<file path="config.mk">
export PLATFORM = sky130hd
export DESIGN_NAME = pht_update_queue
export DESIGN_NICKNAME = d
export VERILOG_FILES = /design/src/rtl/pht_update_queue_pkg.sv /design/src/rtl/pht_update_queue_counter.sv /design/src/rtl/pht_update_queue.sv
export SDC_FILE = /design/constraint.sdc
export NUM_CORES = 1
export LEC_CHECK = 0
export CAP_MARGIN = 20
export CORE_ASPECT_RATIO = 2
export CORE_MARGIN = 4
export CORE_UTILIZATION = 25
export DETAILED_ROUTE_END_ITERATION = 7
export SYNTH_ARGS = -nofsm -noshare
export SYNTH_HDL_FRONTEND = slang
export SYNTH_SLANG_ARGS = --single-unit
</file>
<file path="constraint.sdc">
create_clock -name clk -period 7.5 [get_ports clk]
set_input_delay 0.75 -clock clk [delete_from_list [all_inputs] [get_ports clk]]
set_output_delay 0.75 -clock clk [all_outputs]
set_load 0.005 [all_outputs]
</file>
<file path="src/rtl/pht_update_queue_pkg.sv">
// pht_update_queue_pkg: PHT geometry, update-queue entry types and bank-conflict helper.
package pht_update_queue_pkg;
  localparam int PHT_ENTRY_NUM_BIT_WIDTH = 10;
  localparam int PHT_ENTRY_WIDTH = 2;
  localparam int PHT_BANK_NUM_BIT_WIDTH = 2;
  localparam int PHT_QUEUE_SIZE = 32;
  localparam int PHT_QUEUE_SIZE_BIT_WIDTH = $clog2(PHT_QUEUE_SIZE);
  localparam int FETCH_WIDTH = 2;
  typedef logic [PHT_ENTRY_NUM_BIT_WIDTH-1:0] PHT_IndexPath;
  typedef logic [PHT_ENTRY_WIDTH-1:0] PHT_EntryPath;
  typedef logic [PHT_QUEUE_SIZE_BIT_WIDTH:0] PhtQueueCountPath;
  localparam PHT_EntryPath PHT_ENTRY_MAX = '1;
  localparam PHT_IndexPath PHT_BANK_MASK = PHT_IndexPath'((1 << PHT_BANK_NUM_BIT_WIDTH) - 1);
  typedef struct packed {
    PHT_IndexPath index;
    PHT_EntryPath value;
  } PhtUpdateQueueEntry;
  // Banks are selected by the low index bits.
  function automatic logic IsBankConflict(PHT_IndexPath a, PHT_IndexPath b);
    return ((a ^ b) & PHT_BANK_MASK) == '0;
  endfunction
endpackage

</file>
<file path="src/rtl/pht_update_queue_counter.sv">
// pht_counter_update: 2-bit saturating counter step with no-change detect.
module pht_counter_update
  import pht_update_queue_pkg::*;
(
  input  PHT_EntryPath prev,
  input  logic         taken,
  output PHT_EntryPath next,
  output logic         changed
);
  assign next = taken ? ((prev == PHT_ENTRY_MAX) ? prev : prev + PHT_EntryPath'(1))
                      : ((prev == '0) ? prev : prev - PHT_EntryPath'(1));
  assign changed = next != prev;
endmodule

</file>
<file path="src/rtl/pht_update_queue.sv">
// pht_update_queue: buffers PHT counter updates and drains them around fetch bank conflicts.
module pht_update_queue
  import pht_update_queue_pkg::*;
#(
  parameter int QUEUE_SIZE = PHT_QUEUE_SIZE,
  parameter int READ_PORT_NUM = FETCH_WIDTH
) (
  input  logic                                             clk,
  input  logic                                             rst,
  input  logic                                             brValid,
  input  logic                                             brIsCondBr,
  input  logic                                             brIsApBr,
  input  logic                                             brExecTaken,
  input  logic [PHT_ENTRY_NUM_BIT_WIDTH-1:0]               brPhtIndex,
  input  logic [PHT_ENTRY_WIDTH-1:0]                       brPhtPrevValue,
  input  logic [READ_PORT_NUM-1:0]                         fetchReadValid,
  input  logic [READ_PORT_NUM-1:0][PHT_ENTRY_NUM_BIT_WIDTH-1:0] fetchReadIndex,
  output logic                                             phtWE,
  output logic [PHT_ENTRY_NUM_BIT_WIDTH-1:0]               phtWA,
  output logic [PHT_ENTRY_WIDTH-1:0]                       phtWV,
  output logic                                             phtForceWrite,
  output logic [$clog2(QUEUE_SIZE):0]                      queueCount,
  output logic                                             queueFull,
  output logic                                             queueEmpty
);
  localparam int PW = $clog2(QUEUE_SIZE);
  PhtUpdateQueueEntry queue [QUEUE_SIZE];
  PhtUpdateQueueEntry headEntry;
  logic [PW-1:0] headPtr, tailPtr;
  logic [PW:0] count;
  PHT_EntryPath newValue;
  logic changed, push, conflict;
  pht_counter_update counterUpdate (
    .prev(brPhtPrevValue),
    .taken(brExecTaken),
    .next(newValue),
    .changed(changed)
  );
  assign push = brValid & brIsCondBr & ~brIsApBr & changed;
  assign headEntry = queue[headPtr];
  always_comb begin
    conflict = 1'b0;
    for (int p = 0; p < READ_PORT_NUM; p++)
      conflict = conflict | (fetchReadValid[p] & IsBankConflict(headEntry.index, fetchReadIndex[p]));
  end
  assign queueEmpty = count == '0;
  assign queueFull = count == (PW+1)'(QUEUE_SIZE);
  assign queueCount = count;
  // A full queue drains even under conflict, so a push is never refused.
  assign phtWE = ~queueEmpty & (~conflict | queueFull);
  assign phtForceWrite = phtWE & conflict;
  assign phtWA = headEntry.index;
  assign phtWV = headEntry.value;
  always_ff @(posedge clk or posedge rst) begin
    if (rst) begin
      headPtr <= '0;
      tailPtr <= '0;
      count <= '0;
    end else begin
      headPtr <= phtWE ? headPtr + PW'(1) : headPtr;
      tailPtr <= push ? tailPtr + PW'(1) : tailPtr;
      count <= count + {{PW{1'b0}}, push} - {{PW{1'b0}}, phtWE};
    end
  end
  always_ff @(posedge clk) begin
    if (push) queue[tailPtr] <= '{index: brPhtIndex, value: newValue};
  end
endmodule

</file>
# Yosys cells after proc, flatten, opt, wreduce, memory -nomap -nowiden
# Memories as Yosys holds them, arrays and structs flattened.
# Cells that the tools add are included.
[classes]
bitwise = 14
eq_ne = 3
n_reduce_logical = 4
n_mux = 5
addsub = 6
[op_table]
columns = ["cell", "count"]
rows = [
  ["10-bit logical NOT", 2],
  ["5-bit by 1-bit adder with 5-bit output (second input constant)", 2],
  ["1-bit AND", 7],
  ["6-bit by 1-bit adder with 6-bit output", 1],
  ["6-bit equality test (second input constant)", 1],
  ["6-bit logical NOT", 1],
  ["2-bit 2-to-1 mux", 3],
  ["6-bit by 1-bit subtractor with 6-bit output", 1],
  ["2-bit bitwise XOR", 2],
  ["1-bit NOT", 3],
  ["2-bit by 1-bit adder with 2-bit output (second input constant)", 1],
  ["2-bit equality test (second input constant)", 1],
  ["2-bit logical NOT", 1],
  ["1-bit 2-to-1 mux", 2],
  ["2-bit inequality test", 1],
  ["1-bit bitwise OR", 2],
  ["2-bit by 1-bit subtractor with 2-bit output (second input constant)", 1],
]
[word_totals]
reg_bits = 16
out_inout_bits = 22
ramBits = 384
wordCells = 36
memories = 1
input_bits = 40
[memory_table]
columns = ["name", "depth", "word_bits", "read_ports", "rd_ports_with_merged_regs", "wr", "line", "text"]
rows = [
  ["queue", 32, 12, 1, 0, 1, "pht_update_queue.sv:27", "PhtUpdateQueueEntry queue [QUEUE_SIZE];"],
]

# Depth between registers and ports, before layout
# An unclocked memory read counts as a cell.
[depth]
depth_word = 9
ltp_mapped = 16

# Modules after synthesis
# Synthesis repeated with hierarchy kept, for this count alone.
[hier_totals]
cells_unflattened = 704
area_unflattened_um2 = 15818.9
[by_module_without_submodules]
columns = ["mod", "cells_per_inst", "seq_area_each_um2", "area_each_um2", "n_inst"]
rows = [
  ["pht_update_queue", 698, 11931.4, 15777.6, 1],
  ["pht_counter_update", 6, 0.0, 41.3, 1],
]

# Least setup slack after synthesis
# Ideal clock, no wire load.
[synth_timing]
path_type = "reg2reg"
from = "reg headPtr[0]"
to = "reg count[5], in the netlist queueCount[5]"
n_path_buf = 2
setup_ns = 0.079
path_slack_ns = 3.778
path_stages_with_launch = 17
required_ns = 7.421
t_arrival_ns = 3.643
path_cell_list = "dfrtp_1 -> buf_6 -> buf_8 -> mux4_2 -> mux4_2 -> nand2b_1 -> o211ai_2 -> xor2_2 -> a32oi_2 -> o21ai_4 -> or2_1 -> ha_1 -> a21o_1 -> a21oi_1 -> o21bai_1 -> a21oi_1 -> xor2_1"
[synth_between]
elab_chain_len = 9
[synth_lines]
columns = ["element", "line", "text"]
rows = [
  ["start, declared", "pht_update_queue.sv:29", "logic [PW-1:0] headPtr, tailPtr;"],
  ["start signal, assigned", "pht_update_queue.sv:60", "headPtr <= phtWE ? headPtr + PW'(1) : headPtr;"],
  ["memory 32 x 12 bit (*)", "-", ""],
  ["2-bit bitwise XOR", "pht_update_queue_pkg.sv:20", "return ((a ^ b) & PHT_BANK_MASK) == '0;"],
  ["10-bit logical NOT", "pht_update_queue_pkg.sv:20", ""],
  ["1-bit AND", "pht_update_queue.sv:44", "conflict = conflict | (fetchReadValid[p] & IsBankConflict(headEntry.index, fetchReadIndex[p]));"],
  ["1-bit bitwise OR (*)", "pht_update_queue.sv:44", ""],
  ["1-bit NOT (*)", "pht_update_queue.sv:50", "assign phtWE = ~queueEmpty & (~conflict | queueFull);"],
  ["1-bit bitwise OR (*)", "pht_update_queue.sv:50", ""],
  ["1-bit AND (*)", "pht_update_queue.sv:50", ""],
  ["6-bit by 1-bit subtractor with 6-bit output (*)", "pht_update_queue.sv:62", "count <= count + {{PW{1'b0}}, push} - {{PW{1'b0}}, phtWE};"],
  ["end signal, assigned", "pht_update_queue.sv:62", ""],
  ["end, declared", "pht_update_queue.sv:30", "logic [PW:0] count;"],
]
# Every way passes the cells marked *; elsewhere a longest branch is shown, timed or not.
# A chain may end at the register's enable or synchronous reset.

# Final worst setup path
[layout_timing]
from = "reg headPtr[0]"
to = "out phtWA[2]"
[layout_between]
elab_chain_len = 1
[layout_lines]
columns = ["element", "line", "text"]
rows = [
  ["memory 32 x 12 bit", "-", ""],
  ["end, declared", "pht_update_queue.sv:19", "output logic [PHT_ENTRY_NUM_BIT_WIDTH-1:0] phtWA,"],
]
# Every way passes these cells.

==> impl_metrics.py <==
metrics = {
    "run_status": {
        "status": "complete, no violations",
    },
    "hold_path": {
        "hp-class": "reg2reg",
        "hold_path_startpoint": "queueCount[0]",
        "hold_end": "queueCount[0]",
        "min_path_cells": 1,
    },
    "setup_path": {
        "worstPathArrival_ns": 4.76,
        "regToRegEndpoint": "queueCount[5]",
        "cp.required_ns": 6.75,
        "r2r_slack_ns": 2.54,
        "crit_type": "reg2out",
        "cp-end-kind": "primary output",
        "reg2reg_depth": 14,
        "crit_path_top_delay_cell": "dfrtp_4",
        "critPathTopFamily": "buffers and inverters",
        "crit_chain": "buf_4 -> buf_4 -> mux4_2 -> mux4_2 -> mux2_2 -> clkdlybuf4s50_1",
        "critPathBufInv": 3,
        "r2r_start": "headPtr[0]",
        "startpoint_type": "flip-flop",
        "slowest_delay_ns": 1.05,
        "crit_fanout": 46,
    },
    "job": {
        "drv_cap": 0,
    },
    "detailed_routing": {
        "routed_wl_mm": 35.9,
        "drt_first_pass_iters": 4,
        "drc": 0,
        "vias": 7183,
        "avgViaCountPerCell": 4.52,
        "wl_per_cell_um": 22.6,
        "postRouteAntennaNets": 0,
        "drt_iter0_drc": 649,
    },
    "final_layout": {
        "fin_nets": 823,
        "synthToLayoutAreaGrowth_pct": 17.3,
        "multiInputGateArea_um2": 3720,
        "seqCellArea_um2": 11900,
        "layout_common_cells": "edfxtp_1, mux4_2, clkdlybuf4s50_1",
        "drive_above_1_share": 0.287,
        "fillers": 5969,
        "final_common_cell": "edfxtp_1",
    },
    "die": {
        "io_pins": 62,
        "floorplan.initialDensity": 0.252,
        "die_w_um": 186,
        "core_um2": 62600,
        "dieArea_um2": 67400,
        "die_h_um": 363,
        "num_rows": 130,
    },
    "place": {
        "port_buffers": 45,
        "gp_congestion": 0.726,
        "pre_cts_slack_ns": 2.38,
        "dp.final_hpwl_mm": 22.4,
    },
    "global_routing": {
        "first_global_vias": 7866,
        "antenna_found_initial": 0,
        "overflow": 0,
        "grt_pass1_wl_mm": 52.6,
        "grtUsageTotal": 0.106,
        "grt_max_degree": 55,
    },
    "power": {
        "ir_worst_vdd_mv": 0.189,
        "power_density_nw_per_um2": 349,
        "power.total_w": 0.00645,
        "p_leak_nw": 5.70,
    },
    "clock_network": {
        "clk-insertion-delay-late_ns": 0.55,
        "cts_buffer_depth": 3,
        "post-cts-setup-buffers": 0,
        "path_clk_slew_ns": 0.07,
        "postCtsHoldBufs": 0,
        "cts_htree_levels": 2,
        "cts_tree": "yes",
        "numClockSinks": 400,
        "cts_made_buffers": 37,
        "cts_resized": 0,
        "root_buffer": "clkbuf_16",
    },
    "synth": {
        "ys_warn_count": 0,
        "async_flop_share": 0.0400,
        "synthSimpleGateAreaFrac": 0.0212,
        "synth-xor-area-share": 0.00881,
        "synthCells": 702,
        "synthFlopType": "edfxtp_1",
        "synth_nets": 756,
        "synthAdderAreaFrac": 0.0116,
        "synth_compound_area_frac": 0.00952,
        "synth_top_family_by_area": "multiplexers",
        "syn_area_um2": 15800,
        "synth_cell_types": 42,
        "synth_seq_area_share": 0.757,
        "synth_edf_count": 384,
        "yosys_register_bits": 400,
        "synth_top_area_frac": 0.731,
        "avgSynthCellArea_um2": 22.5,
        "synth_top_cell_by_area": "edfxtp_1",
        "synth.area.mux_share": 0.180,
        "synth_area_leaders": "edfxtp_1, mux4_2, dfrtp_1",
    },
    "sta": {
        "worst_pin_slew_ns": 1.05,
        "finalSetupViolations": 0,
        "rsz0062_at_grt": "no",
        "finalCritPeriodShare": 0.735,
        "finalClockSkew_ns": 0.0174,
        "setup_tns_ns": 0,
        "slew_violations": 0,
        "slew_headroom": 0.295,
        "hold_violations": 0,
        "fmax_mhz": 181,
        "worst_slack_ns": 1.99,
        "period_needed_ns": 5.51,
    },
}
[routing by layer]
layer,vias up,part of all wire,wire [µm],GRT usage
met2,199,0.57,20400,0.203
li1,3050,-,-,-
met1,3870,0.36,13000,0.119
met5,-,0,0,0
met4,0,0.035,1250,0.0400
met3,64,0.038,1360,0.0121
[how the worst max path moves through the flow]
stage                     cells past startpoint  slack (ns)       endpoint       start
final                                         6        1.99       phtWA[2]  headPtr[0]
after detailed placement                      6        2.38       phtWV[1]  headPtr[0]
after global placement                        6        2.36       phtWV[1]  headPtr[0]
after floorplan                              16        3.78  queueCount[5]  headPtr[0]
after global routing                          6        1.60       phtWA[8]  headPtr[0]
after CTS                                     6        1.79       phtWV[1]  headPtr[0]
[state kept, by name (all words and copies together) (netlist names)]
register	count
queue	384
queueCount	6
tailPtr	5
headPtr	5
[Yosys cell counts (all sizes together) (2+ instances only)]
library cell	number
a21oi	5
nand2	14
and3	3
mux2i	2
mux4	118
nand3b	2
ha	13
edfxtp	384
or2	2
nand3	3
nand2b	3
mux2	11
dfrtp	16
inv	13
xnor2	10
nor2	45
xor2	5
o211ai	4
buf	10
clkbuf	22
o21ai	5
[stage by stage]
step | instance area [µm²] | util | hold slack (ns) | instances
6_report | 18500 | 0.296 | 0.546 | 1588
5_1_grt | 18500 | 0.295 | 0.579 | 1587
4_1_cts | 18400 | 0.294 | 0.551 | 1583
3_5_place_dp | 17200 | 0.275 | 0.535 | 1518
3_3_place_gp | 17200 | 0.275 | 0.535 | 1518
2_1_floorplan | 15800 | - | 0.524 | 702
[where the power goes]
part | switching [W] | internal (W) | total (W)
clock | 0.000836 | 0.000994 | 0.00183
sequential | 0.000219 | 0.00252 | 0.00274
combinational | 0.000829 | 0.00105 | 0.00188
total | 0.00188 | 0.00457 | 0.00645
[layout make-up]
class                      instances  share of cell area
clock buffer                      45              0.0517
inverter                          14             0.00284
multi-input combinational        256               0.201
sequential                       400               0.645
tap                              792              0.0535
antenna                            1            0.000135
timing repair buffer              60              0.0346
clock inverter                    20              0.0110
[cells by family after synthesis]
family | count (synthesis)
AOI/OAI and AO/OA | 19
xor gates and xnor gates | 15
adders and majority gates | 14
buffers and inverters | 46
DFF | 400
muxes | 131
and+or+nand+nor | 77
No activity file was read; power rests on OpenSTA's default activity.
